--- config.mk ---
export PLATFORM = sky130hd
export DESIGN_NAME = stack_merge_clear
export DESIGN_NICKNAME = d
export VERILOG_FILES = /design/src/rtl/stack_merge_clear.sv
export SDC_FILE = /design/constraint.sdc
export NUM_CORES = 1
export LEC_CHECK = 0
export CAP_MARGIN = 0
export CORE_MARGIN = 5
export CORE_UTILIZATION = 45
export CTS_CLUSTER_SIZE = 16
export DETAILED_ROUTE_END_ITERATION = 12
export HOLD_SLACK_MARGIN = 0.08
export PLACE_DENSITY = 0.84
export SLEW_MARGIN = 15
export SYNTH_ARGS = -nofsm -noshare
export SYNTH_HDL_FRONTEND = slang
export SYNTH_SLANG_ARGS = --single-unit
--- constraint.sdc ---
create_clock -name clk -period 6.8 [get_ports clk]
set_input_delay 1.36 -clock clk [delete_from_list [all_inputs] [get_ports clk]]
set_output_delay 1.36 -clock clk [all_outputs]
set_load 0.005 [all_outputs]
--- src/rtl/stack_merge_clear.sv ---
// Playfield stack register with piece merge and bottom-up line-clear scan.
// Optional score accumulator: define STACK_MERGE_CLEAR_SCORE_EN.

module stack_merge_clear_row #(
  parameter int COLS = 10
) (
  input  logic [COLS-1:0] cur,
  input  logic [COLS-1:0] above,
  input  logic            shift,
  output logic [COLS-1:0] nxt,
  output logic            full
);
  assign nxt  = shift ? above : cur;
  assign full = &cur;
endmodule

module stack_merge_clear #(
  parameter int ROWS = 22,
  parameter int COLS = 10
) (
  input  logic                      clk,
  input  logic                      rst_n,
  input  logic [ROWS-1:0][COLS-1:0] piece_array,
  input  logic                      land,
  input  logic                      clear_stack,
  output logic [ROWS-1:0][COLS-1:0] stack_array,
  output logic                      busy,
  output logic                      done,
  output logic [2:0]                lines_cleared,
  output logic [9:0]                total_lines,
  output logic [13:0]               score,
  output logic                      game_over
);
  localparam int RW = $clog2(ROWS);

  typedef enum logic [1:0] {IDLE, SCAN, DONE} state_t;
  state_t state, state_nxt;

  logic [ROWS-1:0][COLS-1:0] stack, above, shifted;
  logic [ROWS-1:0]           full;
  logic [RW-1:0]             r;
  logic [2:0]                cnt;
  logic                      scan_full;
  logic [10:0]               tsum;

  assign scan_full = (state == SCAN) && full[r];

  // Each row either holds or takes the row above it; rows at or above r shift on a clear.
  for (genvar i = 0; i < ROWS; i++) begin : g_row
    if (i == 0) begin : g_top
      assign above[i] = '0;
    end else begin : g_mid
      assign above[i] = stack[i-1];
    end
    stack_merge_clear_row #(.COLS(COLS)) u_row (
      .cur  (stack[i]),
      .above(above[i]),
      .shift(scan_full && (RW'(i) <= r)),
      .nxt  (shifted[i]),
      .full (full[i])
    );
  end

  always_comb begin
    state_nxt = state;
    case (state)
      IDLE:    if (land && !game_over) state_nxt = SCAN;
      SCAN:    if (!full[r] && r == '0) state_nxt = DONE;
      DONE:    state_nxt = IDLE;
      default: state_nxt = IDLE;
    endcase
    if (clear_stack) state_nxt = IDLE;
  end

  assign tsum = {1'b0, total_lines} + {8'b0, cnt};

  always_ff @(posedge clk or negedge rst_n) begin
    if (!rst_n) begin
      state         <= IDLE;
      stack         <= '0;
      r             <= '0;
      cnt           <= '0;
      lines_cleared <= '0;
      total_lines   <= '0;
      game_over     <= 1'b0;
    end else begin
      state <= state_nxt;
      if (clear_stack) begin
        stack         <= '0;
        r             <= '0;
        cnt           <= '0;
        lines_cleared <= '0;
        total_lines   <= '0;
        game_over     <= 1'b0;
      end else begin
        case (state)
          IDLE: if (land && !game_over) begin
            stack <= stack | piece_array;
            r     <= RW'(ROWS-1);
            cnt   <= '0;
          end
          SCAN: if (full[r]) begin
            // r holds so the row dropped into it gets re-evaluated
            stack <= shifted;
            if (cnt != 3'd7) cnt <= cnt + 3'd1;
          end else if (r != '0) begin
            r <= r - RW'(1);
          end
          DONE: begin
            lines_cleared <= cnt;
            total_lines   <= tsum[10] ? 10'h3FF : tsum[9:0];
            game_over     <= game_over | (|stack[0]) | (|stack[1]);
          end
          default: ;
        endcase
      end
    end
  end

`ifdef STACK_MERGE_CLEAR_SCORE_EN
  logic [13:0] score_q;
  logic [10:0] pts;
  logic [14:0] ssum;

  always_comb begin
    pts = '0;
    case (cnt)
      3'd0:    pts = 11'd0;
      3'd1:    pts = 11'd40;
      3'd2:    pts = 11'd100;
      3'd3:    pts = 11'd300;
      default: pts = 11'd1200;
    endcase
  end

  assign ssum = {1'b0, score_q} + {4'b0, pts};

  always_ff @(posedge clk or negedge rst_n) begin
    if (!rst_n)              score_q <= '0;
    else if (clear_stack)    score_q <= '0;
    else if (state == DONE)  score_q <= ssum[14] ? 14'h3FFF : ssum[13:0];
  end

  assign score = score_q;
`else
  assign score = '0;
`endif

  assign stack_array = stack;
  assign busy        = (state != IDLE);
  assign done        = (state == DONE);
endmodule

# Word-level counts from Yosys, hierarchy flattened
# Cells that the tools add are included.
totals:
  mem_bits_rw: 0
  latchBits: 0
  output_inout_bits: 250
  mem_bits_ro: 0
  n_memories: 0
  inputBits: 224
  word_cells: 219
  register_bits: 244
op_classes:
  n_div: 0
  muxes: 49
  n_reduce_logical: 82
  eq_ne: 31
  n_shift: 0
  magnitude_cmp: 23
  add_sub_neg: 3
  bitwise_logic: 3
  multipliers: 0
ops:
  columns: ["op", "count"]
  rows:
  - ["two-way mux 220 bit", 3]
  - ["case mux 220 bit (2 select lines)", 1]
  - ["two-way mux 10 bit", 25]
  - ["bitwise OR 220 bit", 1]
  - ["AND reduction 10 bit", 22]
  - ["AND reduction 4 bit", 24]
  - ["!= test 3 x 2 -> 1 bit (second input constant)", 26]
  - ["less-or-equal comparator 4 x 5 -> 1 bit (first input constant)", 8]
  - ["less-or-equal comparator 5 bit (first input constant)", 6]
  - ["logical AND 1 bit", 25]
  - ["less-or-equal comparator 3 x 5 -> 1 bit (first input constant)", 4]
  - ["two-way mux 5 bit", 4]
  - ["OR reduction 10 bit", 2]
  - ["two-way mux 3 bit", 6]
  - ["adder 10 x 3 -> 11 bit", 1]
  - ["less-or-equal comparator 1 x 5 -> 1 bit (first input constant)", 2]
  - ["less-or-equal comparator 2 x 5 -> 1 bit (first input constant)", 2]
  - ["case mux 5 bit (2 select lines)", 1]
  - ["!= test 3 bit (second input constant)", 3]
  - ["< comparator 5 x 6 -> 1 bit (second input constant)", 1]
  - ["two-way mux 2 bit", 3]
  - ["case mux 3 bit (2 select lines)", 1]
  - ["binary-select mux 1 bit (select 5 bit)", 1]
  - ["logical NOT 5 bit", 1]
  - ["other kinds (13)", 18]

# Depth between registers and ports, before layout
depth:
  depth_word: 9
  depth_mapped: 11
  ltp_nobuf: 10

# Hierarchy
# Synthesis repeated with hierarchy kept, for this count alone.
unflattened:
  cells_unflattened: 2294
  area_unflattened_um2: 19453.7
modules_own_cells:
  columns: ["mod", "cells_per_inst", "n_inst", "area_each_um2"]
  rows:
  - ["stack_merge_clear", 1964, 1, 15434.8]
  - ["stack_merge_clear_row", 15, 22, 182.7]

# Least setup slack after synthesis
# Ideal clock, no wire load.
synth_path:
  path_kind: "input to register"
  from: "input land"
  to: "register stack (netlist bit stack_array[160])"
  slack_ns: 3.607
  required_ns: 6.679
  arrival_ns: 3.072
  path_stages: 10
  path_cell_list: "nor2b_1 > o21ba_2 > clkbuf_1 > nor2_2 > nor2_1 > clkbuf_1 > a21oi_1 > clkbuf_1 > nor2_1 > o22a_1"
synth_via:
  elab_chain_len: 3
synth_rtl:
  columns: ["item", "line_no", "rtl"]
  rows:
  - ["start: declaration", "24", "input logic land,"]
  - ["logical AND 1 bit", "97", "IDLE: if (land && !game_over) begin"]
  - ["!= test 3 bit (no line)", null, null]
  - ["AND reduction 4 bit (no line)", null, null]
  - ["end signal: assignment", "98", "stack <= stack | piece_array;"]
  - ["end signal: assignment", "104", "stack <= shifted;"]
  - ["end: declaration", "39", "logic [ROWS-1:0][COLS-1:0] stack, above, shifted;"]
# No other way between the ends.
# A chain may end at the register's enable or synchronous reset.

# Worst setup path after layout
layout_path:
  from: "register r[2]"
  to: "register stack (netlist bit stack_array[47])"
layout_via:
  elab_chain_len: 6
  word_cells_on_any_way: 8
  classes_between: "1 x order compare; 2 x eq/ne; 2 x mux; 3 x reduce/logical"
layout_rtl:
  columns: ["item", "line_no", "rtl"]
  rows:
  - ["start: declaration", "41", "logic [RW-1:0] r;"]
  - ["start signal: assignment", "99", "r <= RW'(ROWS-1);"]
  - ["start signal: assignment", "107", "r <= r - RW'(1);"]
  - ["binary-select mux 1 bit (select 5 bit)", "46, 102", null]
  - ["two-way mux 1 bit (not written as such)", "46, 102", null]
  - ["logical AND 1 bit", "46", "assign scan_full = (state == SCAN) && full[r];"]
  - ["logical AND 1 bit", "58", ".shift(scan_full && (RW'(i) <= r)),"]
  - ["!= test 3 x 2 -> 1 bit (no line)", null, null]
  - ["AND reduction 4 bit (no line) *", null, null]
# Mark *: on every way between the ends. The rest lies on a longest branch, timed or not. The select of a mux whose other input is x is not followed.

==> flow_summary.ini <==
[status]
status = finished, final reports clean

[worst_hold_path]
min-delay-start = lines_cleared[1]$_DFFE_PN0P_
holdPathEnd = lines_cleared[1]$_DFFE_PN0P_
hold_path_class = flip-flop to flip-flop
whs_path_depth = 2

[sta]
worst_pin_slew_ps = 1192
setup_ws_ps = 2096
setup_viol = 0
clock_skew_ps = 16.00
setup_tns_ps = 0
whs_ps = 531.8
hold_viol = 0
slew_headroom_pct = 19.84
post-route-period-util_pct = 69.18
report.final.slew_viol_count = 0
fin_crit_ps = 4704
rsz0062_at_grt = no
fmax_mhz = 212.6

[finish]
drive_gt1_share_pct = 6.857
nets = 2112
syn_to_final_growth_pct = 40.73
fillCellCount = 2552
finish.utilization_pct = 63.85

[detailed_routing]
drtAntennaViolNets = 0
via_per_inst = 6.453
vias = 14840
drc = 0
wl_per_cell_um = 24.84
drt_iter0_drc = 1675
routed_wl_mm = 57.10
dr.pass1.iters = 7

[floorplanning]
die_h_um = 185.2
ios = 474
start_util_pct = 45.37
num_rows = 64
core-area_um2 = 30430
die-area_um2 = 34290
die_x_um = 185.2

[grt]
grt_pass1_wl_mm = 85.58
gr-total-overflow = 0
antenna_found_initial = 3
grt_pass1_vias = 14700
grt_max_degree = 126
grt.total_usage_pct = 31.49

[pwr]
ir_drop_v = 0.0002393
p_leak_nw = 7.759
power_mw = 8.458
power_density_nw_per_um2 = 435.3

[clocking]
cts_tree = yes
ctsHoldBuffers = 0
clkTransAtPathRegs_ps = 70
clk_path_buf_depth = 3
cts.sinks = 244
cts_buffers = 27
post_cts_resize_count = 0
insertion_delay_ps = 540
cts-root-buf = clkbuf_16
htree_levels = 1
cts_setup_buffers = 0

[logic_synthesis]
synth_common_cells = dfrtp_1, a21oi_1, nor2_1
synth_area_leaders = dfrtp_1, a21oi_1, o21ai_0
async_flop_share_pct = 100.0
synth_area_um2 = 13810
synth_edf_count = 0
synthDistinctLibCells = 81
postSynthCellCount = 1494
yosysTopAreaCell = dfrtp_1
yosysMostFrequentCell = dfrtp_1
syn_avg_cell_area_um2 = 9.242
yosysSeqAreaShare_pct = 44.22
synth_ff_type = dfrtp_1
synth_warnings = 0
synth_top_area_share_pct = 44.22
ys_seq_elements = 244

[worst_setup_path]
r2r_cells = 7
cp_slowest_stage_delay_ps = 1010
cp-end-kind = flip-flop
cp_cell_sequence = nor3_2 -> o31ai_1 -> nand4b_2 -> o31ai_4 -> nand3_2 -> or3b_1 -> o221a_1
slowest_stage = dfrtp_1
cp_max_fo = 47
crit_type = flip-flop to flip-flop
r2r_end = stack_array[47]$_DFFE_PN0P_
ff2ff_setup_slack_ps = 2100
crit_required_ps = 7220
startpoint_type = flip-flop
worstPathArrival_ps = 5120
r2r-start = r[2]$_DFFE_PN0P_

[place]
pre_cts_ws_ps = 1930
gp_congestion = 0.9281
port_buffers = 459
dpl.hpwl_mm = 41.38

[flow_run]
max-cap-violations = 0
## how the worst max path moves through the flow
stage	from	end	slack, ps	cells after the start
floorplan	land	stack_array[160]$_DFFE_PN0P_	3610	10
global placement	clear_stack	stack_array[14]$_DFFE_PN0P_	2120	6
detailed placement	clear_stack	stack_array[12]$_DFFE_PN0P_	1930	6
CTS	r[2]$_DFFE_PN0P_	stack_array[47]$_DFFE_PN0P_	2280	7
global route	r[2]$_DFFE_PN0P_	stack_array[147]$_DFFE_PN0P_	1990	7
finish	r[2]$_DFFE_PN0P_	stack_array[47]$_DFFE_PN0P_	2100	7
## through the flow
| stage | std cells | instance area, µm² |
|---|---|---|
| after floorplan | 1507 | 13860 |
| after CTS | 2292 | 19410 |
| after global placement | 2244 | 18490 |
| after detailed placement | 2244 | 18500 |
| after global routing | 2295 | 19420 |
| final | 2299 | 19430 |
## area by class of cell
type	count	area (µm²)	area share (%)
well taps	396	495.5	2.550
clock buffers	39	780.7	4.018
inverters	53	200.2	1.030
flip-flops and latches	244	6106	31.43
diodes	7	17.52	0.09015
repair buffers	470	4692	24.15
clock inverters	9	130.1	0.6697
multi-input cells	1081	7008	36.07
## registers in the layout (all words and copies together), names as in the netlist
register / cells
stack_array: 220
lines_cleared: 3
cnt: 3
game_over: 1
state: 2
total_lines: 10
r: 5
## critical path: cells and delay by family (launching register included)
family | cells | cell delay (ps)
AO/OA/AOI/OAI | 3 | 1120
flip-flops | 1 | 1010
AND/OR/NAND/NOR | 4 | 2420
## report_power, final
part | total [mW] | internal (mW) | switching [mW]
logic | 3.96 | 1.87 | 2.08
registers | 2.99 | 1.98 | 1.00
clock network | 1.51 | 0.907 | 0.606
total | 8.46 | 4.76 | 3.69
## layer usage
metal | share of wire [%] | vias up | track usage [%]
li1 | - | 6482 | -
met1 | 39 | 7269 | 40.54
met2 | 48 | 916 | 52.43
met3 | 9.0 | 168 | 5.911
met4 | 4.7 | 0 | 13.12
met5 | 0 | - | 0
## cell usage in the layout, fill, tap and decap left out, drive strengths merged, types with 14 or more instances in the layout
cell type and n:
a31oi 30, or3 15, a211oi 68, clkdlybuf4s50 457
nand4 42, nand2 50, inv 52, nor3 45
dfrtp 244, nor4 21, a21o 18, o21ai 127
a221oi 23, nand2b 44, nand3 16, o31ai 27
clkbuf 39, conb 14, o221a 88, nor2 149
a21oi 169
## kinds of logic (layout without fill, tap and decap cells)
logic type / count (synthesis) / after routing / synth area share (%)
AOI/OAI and AO/OA: 641 / 641 / 33.45
xor gates and xnor gates: 1 / 1 / 0.06345
adders and majority gates: 11 / 11 / 1.051
buffers and inverters: 182 / 571 / 5.600
DFF: 244 / 244 / 44.22
muxes: 1 / 1 / 0.08155
other: 1 / 21 / 0.02716
and+or+nand+nor: 413 / 413 / 15.51
(Power assumes the default switching activity.)
